==> config.mk <==
export PLATFORM = sky130hd
export DESIGN_NAME = stall_gen
export DESIGN_NICKNAME = d
export VERILOG_FILES = /design/src/rtl/huff_chk_pkg.sv /design/src/rtl/huff_stream_checker_stall_gen.sv
export SDC_FILE = /design/constraint.sdc
export NUM_CORES = 1
export LEC_CHECK = 0
export ABC_AREA = 1
export CAP_MARGIN = 30
export CORE_MARGIN = 2
export CORE_UTILIZATION = 45
export CTS_CLUSTER_SIZE = 12
export DETAILED_ROUTE_END_ITERATION = 7
export PLACE_DENSITY = 0.62
export SLEW_MARGIN = 20
export SYNTH_ARGS = -nofsm -noshare
export SYNTH_HDL_FRONTEND = slang
export SYNTH_SLANG_ARGS = --single-unit
==> constraint.sdc <==
create_clock -name clk -period 2.4 [get_ports clk]
set_input_delay 0.36 -clock clk [delete_from_list [all_inputs] [get_ports clk]]
set_output_delay 0.36 -clock clk [all_outputs]
set_load 0.03 [all_outputs]
==> src/rtl/huff_chk_pkg.sv <==
// Shared types and constants for the Huffman stream checker.
package huff_chk_pkg;

    typedef enum logic [2:0] {
        S_IDLE,
        S_WAIT,
        S_FEED,
        S_DRAIN,
        S_FLUSH,
        S_DONE
    } chk_state_e;

    localparam logic [1:0] STALL_NONE     = 2'd0;
    localparam logic [1:0] STALL_PERIODIC = 2'd1;
    localparam logic [1:0] STALL_LFSR     = 2'd2;

    // Fibonacci LFSR, taps 16,14,13,11 (bits 15,13,12,10)
    localparam logic [15:0] LFSR_SEED = 16'hACE1;
    localparam logic [15:0] LFSR_TAPS = 16'hB400;

endpackage

==> src/rtl/huff_stream_checker_stall_gen.sv <==
// Output backpressure generator: periodic or LFSR-random out_stop, registered.
module stall_gen
    import huff_chk_pkg::*;
#(
    parameter int unsigned STALL_PERIOD = 16,
    parameter int unsigned STALL_LEN    = 4
) (
    input  logic       clk,
    input  logic       rst_n,
    input  logic       en,
    input  logic [1:0] mode,
    output logic       out_stop
);

    localparam int unsigned CNT_W = (STALL_PERIOD > 1) ? $clog2(STALL_PERIOD) : 1;
    localparam logic [CNT_W-1:0] CNT_LAST  = CNT_W'(STALL_PERIOD - 1);
    localparam logic [CNT_W-1:0] HIGH_FROM = CNT_W'(STALL_PERIOD - STALL_LEN);

    logic [CNT_W-1:0] cnt_q;
    logic [15:0]      lfsr_q;
    logic             stop_q;
    logic             stop_d;

    always_comb begin
        stop_d = 1'b0;
        case (mode)
            STALL_NONE:     stop_d = 1'b0;
            STALL_PERIODIC: stop_d = (cnt_q >= HIGH_FROM);
            STALL_LFSR:     stop_d = &lfsr_q[1:0];
            default:        stop_d = 1'b0;
        endcase
        stop_d = stop_d && en;
    end

    always_ff @(posedge clk or negedge rst_n) begin
        if (!rst_n) begin
            cnt_q  <= '0;
            lfsr_q <= LFSR_SEED;
            stop_q <= 1'b0;
        end else begin
            lfsr_q <= {lfsr_q[14:0], ^(lfsr_q & LFSR_TAPS)};
            stop_q <= stop_d;
            if (!en || cnt_q == CNT_LAST) begin
                cnt_q <= '0;
            end else begin
                cnt_q <= cnt_q + 1'b1;
            end
        end
    end

    assign out_stop = stop_q;

endmodule

# Word level (Yosys, flattened, before mapping)
# Cells that the tools add are included.
[totals]
reg_bits = 21
input_bits = 5
out_inout_bits = 1
word_cells = 15
[op_classes]
n_addsub = 1
order_cmp = 1
eq_ne = 3
muxes = 2
n_reduce_logical = 5
[ops]
columns = ["op", "n"]
rows = [
  ["16-bit parity", 1],
  ["4-bit by 1-bit adder with 4-bit output (second input constant)", 1],
  ["4-bit == test (second input constant)", 1],
  ["4-bit greater-or-equal comparator (second input constant)", 1],
  ["4-bit two-way mux", 1],
  ["2-bit by 1-bit == test with 1-bit output (second input constant)", 1],
  ["2-bit == test (second input constant)", 1],
  ["1-bit one-hot mux with 2 select lines", 1],
  ["2-bit AND reduction", 1],
  ["1-bit logical AND", 1],
  ["1-bit zero test", 1],
  ["1-bit logical OR", 1],
]

# Logic depth before layout (Yosys ltp)
[depth]
depth_word = 3
depth_mapped = 6
ltp_nobuf = 6

# Least setup slack after synthesis
# Ideal clock, no wire load.
[synth_timing]
path_type = "flip-flop to flip-flop"
start = "register cnt_q[0]"
end = "register cnt_q[3]"
setup_ns = 0.122
arrival_time_ns = 0.786
required_ns = 2.278
setup_slack_ns = 1.492
stages_incl_launch_ff = 5
n_path_buf = 0
synth_period_minus_slack_ns = 0.908
path_cell_list = "dfrtp_1 ha_1 nand2_1 o21ai_2 nor2_1"
[synth_via]
elab_chain_len = 3
elab_cells_between_ends = 4
classes_between = "1 x add/sub; 1 x eq/ne; 1 x mux; 1 x reduce/logical"
[synth_rtl]
columns = ["element", "line", "text"]
rows = [
  ["start: declaration", "huff_stream_checker_stall_gen.sv:19", "logic [CNT_W-1:0] cnt_q;"],
  ["start signal: assignment", "huff_stream_checker_stall_gen.sv:46", "cnt_q <= cnt_q + 1'b1;"],
  ["parallel branches: the longest is 2 deep, another holds 4-bit by 1-bit adder with 4-bit output", "--", ""],
  ["4-bit two-way mux (*)", "huff_stream_checker_stall_gen.sv:43", "if (!en || cnt_q == CNT_LAST) begin"],
]
# Every way passes the cells marked *.

# Final worst setup path
[layout_timing]
start = "register stop_q (netlist: out_stop)"
end = "output out_stop"
[layout_rtl]
columns = ["element", "line", "text"]
rows = [
  ["start: declaration", "huff_stream_checker_stall_gen.sv:21", "logic stop_q;"],
  ["start signal: assignment", "huff_stream_checker_stall_gen.sv:42", "stop_q <= stop_d;"],
  ["end: declaration", "huff_stream_checker_stall_gen.sv:12", "output logic out_stop"],
]
# No word-level cell between the ends.

==> qor.txt <==
Worst path slowest cell -> clkdlybuf4s50_1
clock sink total -> 21
placed insts -> 82
Worst-path clk slew -> 0.10 ns
critical path's top delay family -> buffers and inverters
max_cap viols -> 0
grt total ovfl -> 0
crit-path cells -> clkdlybuf4s50_1
Die Ht -> 44.0 um
Total Wirelength -> 977 um
Seq/Total Area, Yosys -> 0.744
fin cells -> 86
buffer and inverter count on the worst path -> 1
FF-to-FF Start -> cnt_q[0]
count of cell types in the netlist -> 9
# nets final -> 79
Worst Hold Class -> flip-flop to flip-flop
Critical Path Max Stage Delay -> 0.66 ns
outcome -> completed
CTS buffer count -> 3
setup tns final -> 0 ns
Sw Share -> 0.204
Pleak -> 0.416 nW
Worst-Margin Slew -> 0.302 ns
layout overhead on the synthesized area -> 14.4%
net count after synthesis -> 68
worst-skew pair later-pin latency -> 0.29 ns
Critical Path Source -> out_stop
internal power -> 0.434 mW
Die ar. -> 1930 um2
Avg Cell Area, Syn -> 12.0 um2
R2R depth -> 4
initial antenna violation count -> 0
Setup Fix Bufs, Post-CTS -> 0
Worst Slack Setup Final -> 0.759 ns
# diodes -> 0
cell area after synthesis -> 719 um2
share of layout cells above drive strength 1 -> 0.186
Place WS -> 0.981 ns
number of synthesized register bits -> 21
Setup crit end -> out_stop
Clock Skew -> 0.00275 ns
clock root cell -> clkbuf_4
first-pass GRT wire length -> 1660 um
vias -> 409
row count -> 14
vias in the first global route -> 388
startpoint types -> flip-flop
VDD IR max -> 0.389 mV
Comb power frac -> 0.046
Syn Inst Count -> 60
Worst slew margin -> 0.798
largest net degree at the start of global routing -> 22
CP Data Required Time -> 2.04 ns
TritonCTS clock tree -> done
Pins Over Slew Limit -> 0
# resized after CTS -> 0
Finished Cell Area -> 823 um2
commonest non-fill, non-tap cell in the layout -> nand2_1
Setup crit end kind -> output port
Synth warnings -> 0
CORE AREA -> 1510 um2
number of top-level pins -> 6
final setup fails -> 0
post-DP HPWL -> 663 um
DR DRC count -> 0
clk buf depth -> 2
placed inst area -> 797 um2
crit share post-route -> 0.684
net switching power figure -> 0.111 mW
Setup CP Type -> flip-flop to output port
Max Clk Rate -> 0.609 GHz
R2R Setup Slk -> 1.38 ns
DR pass1 iterations -> 4
Final min period -> 1.64 ns
WP depth -> 1
post-route ant nets -> 0
H-tree depth -> 1
Seq pwr share -> 0.664
worst reg2reg endpoint -> cnt_q[3]
Hold Vio Cnt, Final -> 0
clock power share -> 0.290
commonest non-fill, non-tap cells in the layout -> nand2_1 (14), dfrtp_1 (13), inv_1 (9)
GRT Util Overall -> 0.125
drt wl/cell -> 11.4 um
Port Buffers -> 5
RSZ-0062 raised after global routing -> false
RD Place Congestion -> 0.612
width of the die -> 44.0 um
Pwr Total -> 0.546 mW
DR vias/cell -> 4.76
Initial Util -> 0.478
Data arrival, critical path -> 1.28 ns
hold-fix buffers at CTS -> 0
CP max FO -> 1
DR iter-0 viols -> 8
power per cell area -> 663 nW/um2
[logic make-up (layout without fill, tap and decap cells)]
kind of cell / count (synthesis) / in the layout / share of synthesized area
AOI/OAI and AO/OA: 1 / 1 / 0.0122
DFF: 21 / 21 / 0.744
adders and majority gates: 3 / 3 / 0.0522
and+or+nand+nor: 26 / 26 / 0.144
buffers and inverters: 9 / 19 / 0.0470
[Yosys cell counts]
master,count,share of area
dfrtp_1,13,0.45
ha_1,3,0.052
o21ai_2,1,0.012
nor2_1,8,0.042
nand3_1,3,0.021
nand2_1,14,0.073
nand4_1,1,0.0087
dfstp_2,8,0.29
inv_1,9,0.047
[per-stage QoR]
stage | hold slack (ns) | util
after detailed placement | 0.336 | 0.529
after global routing | 0.371 | 0.547
after CTS | 0.365 | 0.547
final | 0.360 | 0.547
after floorplan | 0.0644 | -
after global placement | 0.335 | 0.529
[worst min-delay path by stage]
stage	from	to	slack, ns	cells after the start
final	lfsr_q[14]	lfsr_q[15]	0.36	0
after detailed placement	lfsr_q[2]	lfsr_q[3]	0.34	0
after floorplan	rst_n	cnt_q[0]	0.06	0
after global placement	lfsr_q[14]	lfsr_q[15]	0.33	0
after global routing	lfsr_q[5]	lfsr_q[6]	0.37	0
after CTS	lfsr_q[14]	lfsr_q[15]	0.37	0
[layer usage]
metal / vias up / wire length [um] / GRT usage
met5: - / 0 / 0
met4: 0 / 0 / 0.0545
met3: 0 / 65 / 0.0667
met2: 12 / 470 / 0.188
met1: 198 / 441 / 0.148
li1: 199 / - / -
[sequential cells by signal, indices dropped and copies added (netlist names)]
name,flops
out_stop,1
cnt_q,4
lfsr_q,16
[cell type report]
| cell class | count | area [um2] |
|---|---|---|
| multi-input cells | 30 | 150 |
| fillers | 135 | 683 |
| well taps | 16 | 20.0 |
| flip-flops and latches | 21 | 536 |
| clock buffers | 4 | 26.3 |
| inverters | 9 | 33.8 |
| repair buffers | 6 | 57.6 |
[power groups by stage]
| stage | registers [mW] | clock network, mW | logic (mW) |
|---|---|---|---|
| finish | 0.362 | 0.158 | 0.0251 |
| global route | 0.363 | 0.182 | 0.0292 |
| CTS | 0.363 | 0.174 | 0.0260 |
| detailed placement | 0.369 | 0 | 0.0261 |
| global placement | 0.368 | 0 | 0.0253 |
| floorplan | 0.368 | 0 | 0.00889 |
Power figures use the tool's default switching activity.
